--- config.mk ---
export PLATFORM = sky130hd
export DESIGN_NAME = ps2_kbd_ctrl
export DESIGN_NICKNAME = d
export VERILOG_FILES = /design/src/rtl/kbd_pkg.sv /design/src/rtl/kbd_byte_fetch.sv /design/src/rtl/ps2_kbd_ctrl.sv
export SDC_FILE = /design/constraint.sdc
export NUM_CORES = 1
export LEC_CHECK = 0
export ABC_CLOCK_PERIOD_IN_PS = 2310
export CORE_ASPECT_RATIO = 1.75
export CORE_MARGIN = 5
export CORE_UTILIZATION = 35
export DETAILED_ROUTE_END_ITERATION = 6
export DONT_BUFFER_PORTS = 1
export HOLD_SLACK_MARGIN = 0.08
export MAX_ROUTING_LAYER = met4
export PLACE_DENSITY = 0.56
export REMOVE_ABC_BUFFERS = 1
export SYNTH_ARGS = -nofsm -noshare
export SYNTH_HDL_FRONTEND = slang
export SYNTH_HIERARCHICAL = 1
export SYNTH_SLANG_ARGS = --single-unit
--- constraint.sdc ---
create_clock -name clk -period 2.31 [get_ports clk]
set_input_delay 0.231 -clock clk [delete_from_list [all_inputs] [get_ports clk]]
set_output_delay 0.231 -clock clk [all_outputs]
set_load 0.05 [all_outputs]
--- src/rtl/kbd_pkg.sv ---
// Shared constants, fetch FSM states and BCD helper for the PS/2 keyboard sequencer.
package kbd_pkg;

  localparam logic [7:0] SC_BREAK = 8'hF0;
  localparam logic [7:0] SC_EXT   = 8'hE0;

  typedef enum logic [1:0] {IDLE, POP, SETTLE, DECODE} fetch_state_t;

  // Two-digit BCD increment, 99 wraps to 00.
  function automatic logic [7:0] bcd_inc(input logic [7:0] v);
    logic [3:0] lo;
    logic [3:0] hi;
    lo = v[3:0];
    hi = v[7:4];
    if (lo >= 4'd9) begin
      lo = 4'd0;
      hi = (hi >= 4'd9) ? 4'd0 : hi + 4'd1;
    end else begin
      lo = lo + 4'd1;
    end
    return {hi, lo};
  endfunction

endpackage

--- src/rtl/kbd_byte_fetch.sv ---
// Pops one byte at a time from the receiver FIFO and presents it with a one-cycle byte_vld.
module kbd_byte_fetch
  import kbd_pkg::*;
#(
  parameter int SETTLE_CYCLES = 1
) (
  input  logic       clk,
  input  logic       rst,
  input  logic       ready,
  input  logic [7:0] data,
  output logic       nextdata_n,
  output logic [7:0] byte_r,
  output logic       byte_vld
);

  localparam int CW = $clog2(SETTLE_CYCLES + 1);

  fetch_state_t  state;
  logic [CW-1:0] cnt;

  // The FIFO head changes after a pop, so ready/data are only trusted back in IDLE.
  always_ff @(posedge clk) begin
    if (rst) begin
      state      <= IDLE;
      nextdata_n <= 1'b1;
      byte_r     <= 8'h00;
      byte_vld   <= 1'b0;
      cnt        <= '0;
    end else begin
      nextdata_n <= 1'b1;
      byte_vld   <= 1'b0;
      case (state)
        IDLE: begin
          if (ready) begin
            byte_r     <= data;
            nextdata_n <= 1'b0;
            state      <= POP;
          end
        end
        POP: begin
          cnt   <= CW'(SETTLE_CYCLES);
          state <= SETTLE;
        end
        SETTLE: begin
          cnt <= cnt - CW'(1);
          if (cnt <= CW'(1)) begin
            state    <= DECODE;
            byte_vld <= 1'b1;
          end
        end
        DECODE: state <= IDLE;
        default: state <= IDLE;
      endcase
    end
  end

endmodule

--- src/rtl/ps2_kbd_ctrl.sv ---
// PS/2 keyboard sequencer: scan-code decode, BCD press counter and six-digit display drive.
// Optional KBD_TYPEMATIC_FILTER_EN: repeated makes of the held key are not counted.
module ps2_kbd_ctrl
  import kbd_pkg::*;
#(
  parameter int SETTLE_CYCLES  = 1,
  parameter bit BLANK_RELEASED = 1'b1
) (
  input  logic        clk,
  input  logic        rst,
  input  logic        ready,
  input  logic [7:0]  data,
  input  logic        overflow,
  output logic        nextdata_n,
  output logic [7:0]  key_code,
  output logic        key_ext,
  output logic        key_down,
  output logic        key_event,
  output logic [7:0]  press_cnt,
  output logic        ovf_err,
  output logic [23:0] disp_nib,
  output logic [5:0]  disp_blank
);

  logic [7:0] byte_r;
  logic       byte_vld;
  logic       brk_p;
  logic       ext_p;
  logic [7:0] held_code;
  logic       held_ext;
  logic       held_vld;
  logic       held_match;
  logic       repeat_make;

  kbd_byte_fetch #(.SETTLE_CYCLES(SETTLE_CYCLES)) u_fetch (
    .clk        (clk),
    .rst        (rst),
    .ready      (ready),
    .data       (data),
    .nextdata_n (nextdata_n),
    .byte_r     (byte_r),
    .byte_vld   (byte_vld)
  );

  assign held_match = held_vld && (held_code == byte_r) && (held_ext == ext_p);

`ifdef KBD_TYPEMATIC_FILTER_EN
  assign repeat_make = held_match;
`else
  assign repeat_make = 1'b0;
`endif

  // Prefixes accumulate until a non-prefix byte completes the event.
  always_ff @(posedge clk) begin
    if (rst) begin
      key_code  <= 8'h00;
      key_ext   <= 1'b0;
      key_down  <= 1'b0;
      key_event <= 1'b0;
      press_cnt <= 8'h00;
      ovf_err   <= 1'b0;
      brk_p     <= 1'b0;
      ext_p     <= 1'b0;
      held_code <= 8'h00;
      held_ext  <= 1'b0;
      held_vld  <= 1'b0;
    end else begin
      key_event <= 1'b0;
      ovf_err   <= ovf_err | overflow;
      if (byte_vld) begin
        if (byte_r == SC_BREAK) begin
          brk_p <= 1'b1;
        end else if (byte_r == SC_EXT) begin
          ext_p <= 1'b1;
        end else begin
          key_code  <= byte_r;
          key_ext   <= ext_p;
          key_down  <= ~brk_p;
          key_event <= 1'b1;
          brk_p     <= 1'b0;
          ext_p     <= 1'b0;
          if (!brk_p) begin
            held_code <= byte_r;
            held_ext  <= ext_p;
            held_vld  <= 1'b1;
            if (!repeat_make) press_cnt <= bcd_inc(press_cnt);
          end else if (held_match) begin
            held_vld <= 1'b0;
          end
        end
      end
    end
  end

  // Display follows one cycle behind the event so it sees the updated state.
  always_ff @(posedge clk) begin
    if (rst) begin
      disp_nib   <= 24'h000000;
      disp_blank <= 6'b111111;
    end else if (key_event) begin
      disp_nib   <= {press_cnt, key_code, held_code};
      disp_blank <= {4'b0000, (BLANK_RELEASED && !held_vld) ? 2'b11 : 2'b00};
    end
  end

endmodule

# [Word level (Yosys, flattened, before mapping)]
# Index checks and enable logic that the tools add are counted.
[classes] reduce_logical=15 mux=15 order_cmp=3 n_addsub=3 eq_ne=11 n_bitwise=7
[ops] cell="8-bit == test, second input constant" count=2
[ops] cell="4-bit by 1-bit adder with 4-bit output, second input constant" count=2
[ops] cell="8-bit == test" count=1
[ops] cell="4-bit greater-or-equal comparator, second input constant" count=2
[ops] cell="1-bit two-way mux" count=8
[ops] cell="4-bit two-way mux" count=2
[ops] cell="2-bit one-hot mux with 4 select lines" count=1
[ops] cell="2-bit AND reduction" count=4
[ops] cell="4-bit AND reduction" count=2
[ops] cell="2-bit two-way mux" count=3
[ops] cell="1-bit NOT" count=6
[ops] cell="5-bit AND reduction" count=1
[ops] cell="2-bit == test, second input constant" count=2
[ops] cell="2-bit by 1-bit != test with 1-bit output, second input constant" count=2
[ops] cell="2-bit != test, second input constant" count=2
[ops] cell="2-bit OR reduction" count=2
[ops] cell="3-bit AND reduction" count=1
[ops] cell="3-bit OR reduction" count=1
[ops] cell="2-bit by 1-bit == test with 1-bit output, second input constant" count=1
[ops] cell="1-bit logical AND" count=2
[ops] cell="2-bit logical NOT" count=1
[ops] cell="1-bit one-hot mux with 2 select lines" count=1
[ops] cell="2-bit nonzero test" count=1
[ops] cell="1-bit == test" count=1
[ops] cell="3 further kinds" count=3
[totals] out_inout_bits=51 regBits=75

# [Depth between registers and ports, before layout]
[logic_depth] word_depth=5 depth_mapped=6

# [Hierarchy]
# Netlist, hierarchy kept.
[modules_own_cells] mod="ps2_kbd_ctrl" cells_per_inst=245 instances=1 area_per_inst_um2=2366.0
[modules_own_cells] mod="kbd_byte_fetch" cells_per_inst=54 instances=1 area_per_inst_um2=535.5

# [Worst setup path before layout]
# No wires, ideal clock.
[synth_timing] path_type="reg2reg" from="register press_cnt[0]" to="register press_cnt[5]" setup_ns=0.071 n_path_buf=0 path_stages_with_launch=7 path_slack_ns=0.050 t_arrival_ns=2.190 period_less_slack_ns=2.260 cell_sequence="dfxtp_1 inv_1 ha_1 or3b_2 nand2_1 or4b_2 a21oi_1"
[synth_between] elab_chain_cells=2
[synth_lines] element="start, declared" line="ps2_kbd_ctrl.sv:19" text="output logic [7:0] press_cnt,"
[synth_lines] element="start signal, assigned" line="ps2_kbd_ctrl.sv:86" text="if (!repeat_make) press_cnt <= bcd_inc(press_cnt);"
[synth_lines] element="4-bit greater-or-equal comparator" line="kbd_pkg.sv:15" text="if (lo >= 4'd9) begin"
[synth_lines] element="5-bit AND reduction (no line)"
# No other way between the ends.
# A chain may end at the register's enable or synchronous reset.

# [Final worst setup path]
# Same ends and word-level chain as after synthesis.

==> results.py <==
metrics = {
    "floorplanning": {
        "die_w_um": 78.8,
        "die_h_um": 130,
        "die-area_mm2": 0.0103,
        "start_util": 0.354,
        "std_cell_rows": 44,
        "io_pins": 63,
        "core_mm2": 0.00820,
    },
    "grt": {
        "grt_pass1_wl_um": 10700,
        "grt_max_degree": 70,
        "grt_use_total": 0.144,
        "grt-ovfl-total": 0,
        "grt_pass1_vias": 2009,
        "antenna_found_initial": 0,
    },
    "final_layout": {
        "antennaDiodeCount": 0,
        "layout-drive-gt1-share": 0.149,
        "final_area_mm2": 0.00343,
        "area_delta_synth_final_pct": 18.3,
        "postLayoutCoreUtil": 0.419,
        "nNetsFinal": 338,
    },
    "synthesis": {
        "ys_warn_count": 6,
        "yosys.area.top_type_share": 0.483,
        "synth_top_area_cell": "dfxtp_1",
        "synthTopCellsByArea": "dfxtp_1 48%, mux2i_1 11%, nor2_1 5.3%, a21oi_1 4.7%, ha_1 3.4%",
        "ys_ff_latch": 70,
        "synth_edf_count": 0,
        "async_flop_share": 0,
        "seq_area_frac_synth": 0.483,
        "synth_ff_type": "dfxtp_1",
        "syn_area_mm2": 0.00290,
        "syn-instance-count": 299,
        "synth_cell_types": 40,
        "syn_avg_cell_area_um2": 9.70,
    },
    "power": {
        "ir_worst_vdd_mv": 0.523,
        "leakage_uw": 0.00125,
        "power_density_mw_per_mm2": 965,
    },
    "sta": {
        "setup_ws_ns": 0.366,
        "holdWs_ns": 0.104,
        "maxSlewHeadroom": 0.523,
        "tns_ns": 0,
        "fin_crit_sh": 0.841,
        "setup_viol": 0,
        "timing.fmax_mhz": 515,
        "final.min_clock_period_ns": 1.94,
        "worst_slew_pin_slew_ns": 0.715,
        "rsz0062_at_grt": "no",
        "drv_slew": 0,
        "hold_viol_final": 0,
        "finClkSkew_ns": 0.00295,
    },
    "worst_setup_path": {
        "worstPathRequired_ns": 2.57,
        "startpoint_type": "register",
        "cp-end-kind": "register",
        "ff2ff_path_depth": 6,
        "path_max_fanout": 10,
        "path_class": "reg -> reg",
        "worstPathArrival_ns": 2.21,
        "r2r_setup_slack_ns": 0.37,
    },
    "drt": {
        "vias": 2071,
        "wl_per_cell_um": 16.0,
        "detail-route-antenna-nets": 0,
        "viasPerCell": 5.00,
        "wl_um": 6630,
        "drc_errors": 0,
        "initialDrtViolationCount": 55,
        "first_pass_iters": 4,
    },
    "placement": {
        "gp_congestion": 0.788,
        "place_hpwl_um": 4370,
        "place_area_mm2": 0.00302,
        "portBuffers": 0,
        "dp_slack_ns": 0.374,
    },
    "cts": {
        "cts_tree": "built",
        "cts-buffers-inserted": 9,
        "root_buffer": "clkbuf_16",
        "hold_buffers": 13,
        "htree_levels": 3,
        "clock_latency_ns": 0.33,
        "ctsLongestPathBuffers": 2,
        "clk_pin_slew_ns": 0.05,
        "post_cts_buffers": 0,
        "cts_resized": 0,
        "clkSinkCount": 70,
    },
    "hold_path": {
        "hold_path_class": "in -> reg",
        "min_path_cells": 2,
    },
    "job": {
        "max-cap-violations": 0,
    },
    "outcome": {
        "status": "completed",
    },
}
[layer usage]
metal | part of all wire | track usage | vias up
met3 | 0.041 | 0.0336 | 11
met1 | 0.38 | 0.150 | 974
li1 | - | - | 1047
met5 | 0 | - | -
met4 | 0.023 | 0.0840 | 0
met2 | 0.56 | 0.246 | 39
[synth_stat cells, drive strengths merged, types with 3 or more instances]
cell / number
ha: 8
dfxtp: 70
nor2: 42
a21bo: 8
o21ai: 6
inv: 10
nor3: 3
buf: 18
clkbuf: 4
xnor2: 9
nand3: 11
nand2: 24
mux2i: 33
nand2b: 3
a21oi: 27
[critical path, stage by stage, from the launching register on]
cell	delay [ns]
dfxtp_1	0.33
buf_4	0.23
ha_1	0.17
or3b_2	0.11
nand2_1	0.18
or4b_2	0.70
a21oi_1	0.15
[stage by stage]
| stage | cells | power (uW) |
|---|---|---|
| 3_3_place_gp | 386 | 2030 |
| 4_1_cts | 414 | 3370 |
| 5_1_grt | 414 | 3470 |
| 2_1_floorplan | 277 | 1880 |
| 3_5_place_dp | 386 | 2040 |
| 6_report | 414 | 3310 |
[cells by family after synthesis]
kind of cell / count (synthesis) / share of synthesized area
simple gates: 96 / 0.154
flops: 70 / 0.483
compound gates: 51 / 0.125
mux: 33 / 0.114
buf+inv: 32 / 0.0621
xor+xnor: 9 / 0.0272
fa+ha+maj: 8 / 0.0345
[final timing paths]
path | from | endpoint
setup / recovery | press_cnt[0] | press_cnt[5]
setup reg to reg | press_cnt[0] | press_cnt[5]
hold / removal | ready | u_fetch/byte_r[1]
hold reg to reg | disp_blank[4] | disp_blank[4]
[report_power, final]
part           total (uW)  internal, uW  switching, uW
registers            1430          1290            135
logic                 631           264            366
clock network        1250           778            476
total                3310          2340            977
[area by class of cell]
class                      count  area, um^2
fill                         798        4770
sequential                    70        1400
multi-input combinational    197        1320
timing repair buffer          30         288
clock buffer                  14         264
tap                           92         115
inverter                      10        37.5
clock inverter                 1        5.00
[cell usage in the layout, fill, tap and decap left out, types with 2 or more instances in the layout]
| master | n |
|---|---|
| nand2_1 | 24 |
| a41oi_1 | 2 |
| nand2b_1 | 3 |
| nor2_1 | 41 |
| clkbuf_1 | 3 |
| buf_4 | 16 |
| nor3_1 | 3 |
| or4_1 | 2 |
| clkbuf_16 | 9 |
| nand3_1 | 11 |
| dlygate4sd3_1 | 12 |
| o21ai_0 | 4 |
| nand3b_1 | 2 |
| xnor2_1 | 9 |
| mux2i_1 | 33 |
| a21bo_2 | 8 |
| inv_1 | 10 |
| nor2b_1 | 2 |
| clkbuf_8 | 2 |
| dfxtp_2 | 2 |
| dfxtp_1 | 68 |
| a21oi_1 | 27 |
| ha_1 | 8 |
[sequential cells by signal, indices dropped and copies added (netlist names), 2 cells and up]
| signal | count |
|---|---|
| disp_nib | 24 |
| held_code | 8 |
| key_code | 8 |
| press_cnt | 8 |
| u_fetch/byte_r | 8 |
| disp_blank | 2 |
| u_fetch/state | 2 |
Note: power is estimated with default switching activity, not from simulation.
